## src/rtl/setpoint_encoder.sv

```systemverilog
`timescale 1ns/1ps
`default_nettype none
// ============================================================================
// Module   : setpoint_encoder
// Purpose  : Operator-input front end for the servo tester. Converts a raw
//            mechanical quadrature rotary encoder (A/B) and a push button
//            into the 8-bit position setpoint consumed by the PWM stage.
//            Provides synchronisation, debouncing, quadrature decoding,
//            saturating step arithmetic and a button-triggered centre
//            preset.
// Ports    : clk          - system clock, rising edge
//            reset        - asynchronous assert, active-high reset
//            enc_a/enc_b  - raw encoder channels (asynchronous, bouncy)
//            enc_btn      - raw push button, 1 = pressed (asynchronous)
//            setpoint     - registered 8-bit setpoint
//            setpoint_upd - one-cycle pulse when setpoint takes a new value
//            quad_err     - one-cycle pulse on an illegal A/B transition
// Options  : define ENC_ACCEL_EN to enable detent acceleration (detents
//            closer than FAST_WINDOW clocks step by STEP_SIZE*ACCEL_MULT).
// Revision : 1.0 - initial release
// ============================================================================
module setpoint_encoder #(
   parameter int DEBOUNCE_CYCLES = 20000,
   parameter int STEP_SIZE       = 5,
   parameter int MAX_SETPOINT    = 255,
   parameter int RESET_VALUE     = 0,
   parameter int CENTER_VALUE    = 128,
   parameter int FAST_WINDOW     = 200000,
   parameter int ACCEL_MULT      = 4
) (
   input  logic       clk,
   input  logic       reset,
   input  logic       enc_a,
   input  logic       enc_b,
   input  logic       enc_btn,
   output logic [7:0] setpoint,
   output logic       setpoint_upd,
   output logic       quad_err
);

   localparam int DEB_W = $clog2(DEBOUNCE_CYCLES);
   localparam int BLK_W = $clog2(DEBOUNCE_CYCLES + 4);

   localparam logic [DEB_W-1:0] c_deb_last  = DEB_W'(DEBOUNCE_CYCLES - 1);
   localparam logic [BLK_W-1:0] c_blank_ld  = BLK_W'(DEBOUNCE_CYCLES + 3);
   localparam logic [8:0]       c_step      = 9'(STEP_SIZE);
   localparam logic [8:0]       c_max       = 9'(MAX_SETPOINT);
   localparam logic [7:0]       c_reset_val = 8'(RESET_VALUE);
   localparam logic [7:0]       c_center    = 8'(CENTER_VALUE);

   // Elaboration-time sanity checks on the configuration.
   if (DEBOUNCE_CYCLES < 2) begin : g_bad_debounce
      $error("setpoint_encoder: DEBOUNCE_CYCLES must be >= 2");
   end
   if (FAST_WINDOW < 1 || ACCEL_MULT < 1) begin : g_bad_accel
      $error("setpoint_encoder: FAST_WINDOW and ACCEL_MULT must be >= 1");
   end

   // Bit order of the input vectors: [0]=A, [1]=B, [2]=button.
   logic [2:0]       sync1_q, sync1_d;
   logic [2:0]       sync2_q, sync2_d;
   logic [2:0]       deb;

   logic [BLK_W-1:0] blank_q, blank_d;
   logic [1:0]       prev_ab_q, prev_ab_d;
   logic             prev_btn_q, prev_btn_d;
   logic signed [3:0] sub_q, sub_d;
   logic [7:0]       setpoint_q, setpoint_d;
   logic             upd_q, upd_d;
   logic             quad_err_q, quad_err_d;

   logic             blanking;
   logic [1:0]       ab_cur;
   logic [1:0]       idx_cur, idx_prev, idx_cur_inc, idx_prev_inc;
   logic             step_cw, step_ccw, both_changed;
   logic             det_cw, det_ccw, press;
   logic [8:0]       step;
   logic [8:0]       sum;
   logic [7:0]       cw_val, ccw_val, new_val;

   // ------------------------------------------------------------------
   // Two-flop synchronisers
   // ------------------------------------------------------------------
   always_comb begin
      sync1_d = {enc_btn, enc_b, enc_a};
      sync2_d = sync1_q;
   end

   always_ff @(posedge clk or posedge reset) begin
      if (reset) begin
         sync1_q <= 3'b000;
         sync2_q <= 3'b000;
      end else begin
         sync1_q <= sync1_d;
         sync2_q <= sync2_d;
      end
   end

   // ------------------------------------------------------------------
   // Debouncers: the output follows the synced input only after it has
   // disagreed for DEBOUNCE_CYCLES consecutive clocks.
   // ------------------------------------------------------------------
   for (genvar gi = 0; gi < 3; gi++) begin : g_deb
      logic [DEB_W-1:0] cnt_q, cnt_d;
      logic             val_q, val_d;

      always_comb begin
         cnt_d = cnt_q;
         val_d = val_q;
         if (sync2_q[gi] == val_q) begin
            cnt_d = '0;
         end else if (cnt_q == c_deb_last) begin
            val_d = sync2_q[gi];
            cnt_d = '0;
         end else begin
            cnt_d = cnt_q + 1'b1;
         end
      end

      always_ff @(posedge clk or posedge reset) begin
         if (reset) begin
            cnt_q <= '0;
            val_q <= 1'b0;
         end else begin
            cnt_q <= cnt_d;
            val_q <= val_d;
         end
      end

      assign deb[gi] = val_q;
   end

   // ------------------------------------------------------------------
   // Step size (optionally accelerated)
   // ------------------------------------------------------------------
`ifdef ENC_ACCEL_EN
   localparam int TMR_W = $clog2(FAST_WINDOW + 1);
   localparam logic [TMR_W-1:0] c_fast      = TMR_W'(FAST_WINDOW);
   localparam logic [8:0]       c_step_fast = 9'(STEP_SIZE * ACCEL_MULT);

   logic [TMR_W-1:0] timer_q, timer_d;

   // Timer measures clocks since the previous detent; it starts saturated
   // so the first detent after reset is never accelerated.
   always_comb begin
      timer_d = timer_q;
      if (det_cw || det_ccw) begin
         timer_d = '0;
      end else if (timer_q < c_fast) begin
         timer_d = timer_q + 1'b1;
      end
      step = (timer_q < c_fast) ? c_step_fast : c_step;
   end

   always_ff @(posedge clk or posedge reset) begin
      if (reset) begin
         timer_q <= c_fast;
      end else begin
         timer_q <= timer_d;
      end
   end
`else
   assign step = c_step;
`endif

   // ------------------------------------------------------------------
   // Decoder, button edge detect and setpoint arithmetic
   // ------------------------------------------------------------------
   always_comb begin
      blanking   = (blank_q != '0);
      blank_d    = blanking ? (blank_q - 1'b1) : blank_q;

      ab_cur     = {deb[0], deb[1]};
      prev_ab_d  = ab_cur;
      prev_btn_d = deb[2];

      // Map Gray sequence 00,01,11,10 onto 0,1,2,3 so CW is "+1 mod 4".
      idx_cur      = {ab_cur[1], ab_cur[1] ^ ab_cur[0]};
      idx_prev     = {prev_ab_q[1], prev_ab_q[1] ^ prev_ab_q[0]};
      idx_cur_inc  = idx_cur + 2'd1;
      idx_prev_inc = idx_prev + 2'd1;
      step_cw      = (idx_cur == idx_prev_inc);
      step_ccw     = (idx_prev == idx_cur_inc);
      both_changed = ((ab_cur ^ prev_ab_q) == 2'b11);

      quad_err_d = !blanking && both_changed;

      sub_d   = sub_q;
      det_cw  = 1'b0;
      det_ccw = 1'b0;
      if (!blanking) begin
         if (step_cw) begin
            if (sub_q == 4'sd3) begin
               det_cw = 1'b1;
               sub_d  = 4'sd0;
            end else begin
               sub_d = sub_q + 4'sd1;
            end
         end else if (step_ccw) begin
            if (sub_q == -4'sd3) begin
               det_ccw = 1'b1;
               sub_d   = 4'sd0;
            end else begin
               sub_d = sub_q - 4'sd1;
            end
         end
      end

      press = !blanking && deb[2] && !prev_btn_q;

      sum     = {1'b0, setpoint_q} + step;
      cw_val  = (sum > c_max) ? c_max[7:0] : sum[7:0];
      // Clamp before subtracting so the result never wraps below zero.
      ccw_val = ({1'b0, setpoint_q} >= step) ? (setpoint_q - step[7:0]) : 8'd0;

      // A press takes priority over a detent in the same cycle.
      new_val = setpoint_q;
      if (press) begin
         new_val = c_center;
      end else if (det_cw) begin
         new_val = cw_val;
      end else if (det_ccw) begin
         new_val = ccw_val;
      end

      setpoint_d = new_val;
      upd_d      = (new_val != setpoint_q);
   end

   always_ff @(posedge clk or posedge reset) begin
      if (reset) begin
         blank_q    <= c_blank_ld;
         prev_ab_q  <= 2'b00;
         prev_btn_q <= 1'b0;
         sub_q      <= 4'sd0;
         setpoint_q <= c_reset_val;
         upd_q      <= 1'b0;
         quad_err_q <= 1'b0;
      end else begin
         blank_q    <= blank_d;
         prev_ab_q  <= prev_ab_d;
         prev_btn_q <= prev_btn_d;
         sub_q      <= sub_d;
         setpoint_q <= setpoint_d;
         upd_q      <= upd_d;
         quad_err_q <= quad_err_d;
      end
   end

   assign setpoint     = setpoint_q;
   assign setpoint_upd = upd_q;
   assign quad_err     = quad_err_q;

endmodule
`default_nettype wire

```

## config.mk

```make
export PLATFORM = sky130hd
export DESIGN_NAME = setpoint_encoder
export DESIGN_NICKNAME = d
export VERILOG_FILES = /design/src/rtl/setpoint_encoder.sv
export SDC_FILE = /design/constraint.sdc
export NUM_CORES = 1
export LEC_CHECK = 0
export ABC_AREA = 0
export CAP_MARGIN = 10
export CORE_ASPECT_RATIO = 1.1
export CORE_MARGIN = 4
export CORE_UTILIZATION = 65
export DETAILED_ROUTE_END_ITERATION = 10
export MAX_ROUTING_LAYER = met4
export PLACE_DENSITY = 0.91
export SYNTH_ARGS = -nofsm -noshare
export SYNTH_HDL_FRONTEND = slang
export SYNTH_SLANG_ARGS = --single-unit
export TNS_END_PERCENT = 20
```

## constraint.sdc

```tcl
create_clock -name clk -period 5.3 [get_ports clk]
set_clock_uncertainty 0.15 [all_clocks]
set_input_delay 1.59 -clock clk [delete_from_list [all_inputs] [get_ports clk]]
set_output_delay 1.59 -clock clk [all_outputs]
set_load 0.05 [all_outputs]
```

==> metrics.yaml <==
critPathLaunchType: "flip-flop"
ctsLongestPathBuffers: 2
p_per_area_nw_per_um2: 231
synth_nets: 520
gr-usage-all-layers_pct: 27.2
cts_tree: "done"
fillers: 509
final_max_slew_viol_count: 0
wl_per_cell_um: 17.2
power_leakage_nw: 2.29
path_cells: "clkdlybuf4s50_1"
synth_seq_area_share_pct: 45.7
use_met1_pct: 34.0
start_util_pct: 67.1
status: "completed"
grt_pass1_wl_mm: 18.2
finalSetupViolations: 0
drt-total-wl_mm: 10.4
gp_congestion: 1.06
fin_crit_ps: 3670
antenna_found_initial: 0
die_area_um2: 8700
synth_area_um2: 4730
min-delay-start: "sync1_q[2]"
route.detailed.drc: 0
synth_warnings: 0
met2_usage_pct: 42.8
first_pass_iters: 4
design.portCount: 15
yosys.area.top_type_share_pct: 41.8
rows: 32
path_delay_family: "buffers and inverters"
ys_ff_latch: 86
grt_pass1_vias: 3922
rsz0062_at_grt: "false"
vias: 3842
power_frac_clock_pct: 40.5
ant_nets: 0
comb_power_share_pct: 2.8
overflow: 0
max_freq_mhz: 272
htreeDepth: 3
post_cts_resized: 0
p_sw_w: 0.000264
place_inst: 586
cts_setup_buffers: 0
ir_drop_uv: 238
hp-class: "reg -> reg"
tns_ps: 0
core_um2: 7050
crit_fanout: 18
cts.sinks: 86
syn_area_per_cell_um2: 9.38
cts_root_buf: "clkbuf_8"
cp-startpoint: "setpoint[2]"
timing.rr.start: "setpoint[1]"
crit_path_end_kind: "output pin"
hpwlAfterDp_mm: 7.37
port_buffers: 14
grt_max_degree: 42
seqPwrFrac_pct: 56.7
worst_pin_slew_ps: 928
yosysUniqueCellTypes: 61
synth_top_area_cell: "dfrtp_1"
synth_edf_count: 0
multi_input_area_um2: 2430
fin_nets: 528
critPathKind: "reg -> out"
synth_top_flop_cell: "dfrtp_1"
cts-buffers-inserted: 9
via_per_inst: 6.38
relSlewSlack_pct: 37.8
insertion_delay_ps: 370
internal_power_w: 0.000917
antennaDiodeCount: 0
die_w_um: 89.3
switching_share_pct: 22.4
regArea_um2: 2160
maxCapViolations: 0
netlist_instances: 504
yosys-top-cells-area: "dfrtp_1 42%, nor2_1 6.5%, xor2_1 6.5%"
top_usage_layer: "met2"
async_reset_ff_share_pct: 100
syn2layout_area_growth_pct: 8.18
critPathMaxStageDelay_ps: 900
cp_slowest_cell: "clkdlybuf4s50_1"
drive_above_1_share_pct: 6.58
hold_violations: 0
fin_cells: 602
fin_crit_sh_pct: 69.3
cts_hold_buffers: 0
drtIter0Drc: 233
worstPathArrival_ps: 1930
grt_use_met3_pct: 5.00
clkTransAtPathRegs_ps: 90
required_ps: 3560
die_h_um: 97.5
crit_buf_inv: 1
-- cell usage after synthesis, types with 3 or more instances --
| cell | instances |
|---|---|
| nor2_1 | 82 |
| nand2b_1 | 7 |
| and3_1 | 11 |
| mux2_2 | 3 |
| xor2_1 | 35 |
| dfrtp_1 | 79 |
| a21oi_1 | 20 |
| or2_1 | 3 |
| mux2i_1 | 4 |
| nand4_1 | 19 |
| clkbuf_1 | 16 |
| xnor2_1 | 25 |
| o21ai_1 | 3 |
| or3_1 | 5 |
| nand3_1 | 23 |
| nor4b_1 | 6 |
| a211oi_1 | 3 |
| dfstp_2 | 7 |
| a21o_1 | 5 |
| o31ai_1 | 3 |
| nor3_1 | 16 |
| inv_1 | 17 |
| nor2b_1 | 3 |
| ha_1 | 11 |
| o21ai_0 | 12 |
| o21a_1 | 3 |
| nand2_1 | 35 |
-- path summary, 6_finish.rpt --
kind / end / slack, ps / cells after the start
max reg2reg: setpoint_upd / 2060 / 8
min: sync2_q[2] / 200 / 0
max: setpoint[2] / 1630 / 1
min in group asynchronous: g_deb[2].cnt_q[7] / 1370 / 2
max in group asynchronous: blank_q[9] / 2780 / 3
min reg2reg: sync2_q[2] / 200 / 0
-- flip-flops by register name, indices dropped and copies added (netlist names) --
register,flops
sub_q,4
setpoint,8
quad_err,1
g_deb.cnt_q,45
setpoint_upd,1
sync1_q,3
sync2_q,3
prev_ab_q,2
prev_btn_q,1
g_deb.val_q,3
blank_q,15
-- cells by family after synthesis --
| logic type | share of synthesized area [%] |
|---|---|
| AOI/OAI and AO/OA | 10.9 |
| xor gates and xnor gates | 11.1 |
| adders and majority gates | 2.91 |
| buffers and inverters | 2.99 |
| DFF | 45.7 |
| muxes | 1.56 |
| and+or+nand+nor | 24.8 |
-- power by group through the flow --
stage | logic, W | clock network [W] | registers [W]
final | 0.0000335 | 0.000478 | 0.000670
after detailed placement | 0.0000347 | 0 | 0.000683
after floorplan | 0.0000240 | 0 | 0.000681
after CTS | 0.0000350 | 0.000482 | 0.000670
after global placement | 0.0000330 | 0 | 0.000682
after global routing | 0.0000398 | 0.000510 | 0.000671
-- area by class of cell --
cell class              instances  share of cell area (%)
multi-input cells             382                    47.4
flip-flops and latches         86                    42.2
clock buffers                  13                    3.11
repair buffers                 16                    3.03
well taps                      85                    2.08
inverters                      17                    1.27
clock inverters                 3                   0.832
-- layer usage --
metal	vias up	part of all wire, %
met5	-	0
met4	0	4.0
met3	38	4.8
met2	130	51
met1	1893	41
li1	1781	-
-- placed cells by master, fill, tap and decap left out, types with 3 or more instances in the layout --
master / count
clkbuf_8: 11
o21ai_1: 3
nor2_1: 82
ha_1: 11
xnor2_1: 25
nand3_1: 23
or3_1: 5
o31ai_1: 3
nor2b_1: 3
mux2_2: 3
or2_1: 3
clkdlybuf4s50_1: 14
nand4_1: 19
dfstp_2: 7
dfrtp_1: 79
nor3_1: 16
nand2b_1: 7
inv_1: 16
xor2_1: 35
nand2_1: 35
and3_1: 11
a21oi_1: 20
o21a_1: 3
o21ai_0: 12
a21o_1: 5
a211oi_1: 3
mux2i_1: 4
nor4b_1: 6
-- per-stage QoR --
step / cell area [µm²] / util, % / hold WS (ps) / worst slack, ps / power (W)
after floorplan: 4730 / - / 181 / 1350 / 0.000705
after global placement: 4910 / 69.7 / 183 / 2060 / 0.000715
after detailed placement: 4910 / 69.7 / 186 / 2040 / 0.000718
after CTS: 5110 / 72.6 / 199 / 1620 / 0.00119
after global routing: 5110 / 72.6 / 207 / 1540 / 0.00122
final: 5110 / 72.6 / 202 / 1630 / 0.00118
No activity file was read; power rests on OpenSTA's default activity.
==> patch: new RTL, same flow settings <==
Put one more register stage on the output `setpoint_upd`, with the module's reset. The value now appears one clock later. The other outputs are not delayed to match. Comments in the files are not updated.
--- a/src/rtl/setpoint_encoder.sv
+++ b/src/rtl/setpoint_encoder.sv
@@ -248,7 +248,13 @@
    end
 
    assign setpoint     = setpoint_q;
-   assign setpoint_upd = upd_q;
+   always_ff @(posedge clk or posedge reset) begin
+      if (reset) begin
+         setpoint_upd <= '0;
+      end else begin
+         setpoint_upd <= upd_q;
+      end
+   end
    assign quad_err     = quad_err_q;
 
 endmodule
Function: same outputs for any inputs over 10 cycles, from zero or initial values and one cycle with reset high; that may be too few to reach the edited logic, so the function may still have changed.
==> patch against the unedited design <==
Sequential cell count up 1. Critical path type unchanged. Maximum frequency up 0.85%. Total power down 0.56%. Final area up 0.39%. Via count down 0.91%. Wire length down 0.97%. Die area up 0.49%. Synthesized area up 0.53%. Setup slack better by 0.031 ns.
==> patch: results (changes against the unedited design) <==
| Metric | Value |
|---|---|
| WL/cell | `17.1 um (-1.1%)` |
| Setup crit start | `setpoint[3]` |
| Post-synthesis xor/xnor area fraction | `0.111 (-0.000585)` |
| Share of post-route cells with drive strength above 1 | `0.0676 (+0.00180)` |
| Leak | `0.00230 uW (+0.49%)` |
| Top cells by count, synth | `82 x nor2_1, 80 x dfrtp_1, 35 x nand2_1, 35 x xor2_1, 25 x xnor2_1` |
| Vias | `3807 (-0.91%)` |
| Critical R2R Launch | `blank_q[0]` |
| DP Cell Count | `587 (+0.17%)` |
| Multiplexer share of the synthesized area | `0.0155 (-0.0000822)` |
| Status | `finished, final reports clean` |
| Post-synthesis compound-gate area fraction | `0.108 (-0.000573)` |
| DRT iter0 DRCs | `330 (+42%)` |
| HP Start | `upd_q` |
| Setup WS pre-CTS | `2.07 ns (+0.0302 ns)` |
| Average size of a mapped cell | `9.41 sq um (+0.33%)` |
| Critical path destination | `setpoint[3]` |
| Tightest Pin Transition | `0.871 ns (-0.0568 ns)` |
| Worst path arrival time | `1.90 ns (-0.03 ns)` |
| TritonRoute pass-1 iters | `5 (+1)` |
| Hold Path End | `setpoint_upd` |
| Terminus of the critical flop-to-flop path | `upd_q` |
| Fin nets | `529 (+0.19%)` |
| Total track usage | `0.265 (-0.00697)` |
| First-pass GRT wire length | `17600 um (-3.2%)` |
| Hold WS | `0.206 ns (+0.00427 ns)` |
| DRT Wirelength | `10300 um (-0.97%)` |
| Synth top area cells | `dfrtp_1 42%, nor2_1 6.5%, xor2_1 6.4%` |
| Synth Net Count | `521 (+0.19%)` |
| Crit share post-route | `0.687 (-0.00586)` |
[patch: cell types whose count changed in the layout (fill, tap and decap cells not counted), sizes merged]
| cell | change |
|---|---|
| clkbuf | -3 |
| clkinv | +2 |
| dfrtp | +1 |
| inv | +1 |
[patch: layer usage]
layer  up-vias  track usage  share of wire
li1       1774            -              -
met1      1838        0.321           0.39
met2       153        0.431           0.52
met3        42       0.0458          0.046
met4         0        0.111          0.037
met5         -            -              0
[patch: area by class of cell]
| type | count | area (sq um) |
|---|---|---|
| clock buffers | 10 | 128 |
| clock inverters | 6 | 68.8 |
| fillers | 501 | 1910 |
| inverters | 17 | 65.1 |
| multi-input cells | 382 | 2430 |
| flip-flops and latches | 87 | 2190 |
| well taps | 85 | 106 |
| repair buffers | 16 | 155 |
[patch: where the power goes]
group	switching [uW]	leakage (uW)	internal (uW)
Clock	244	0.0000968	220
Sequential	6.53	0.00117	671
Combinational	22.9	0.00104	10.1
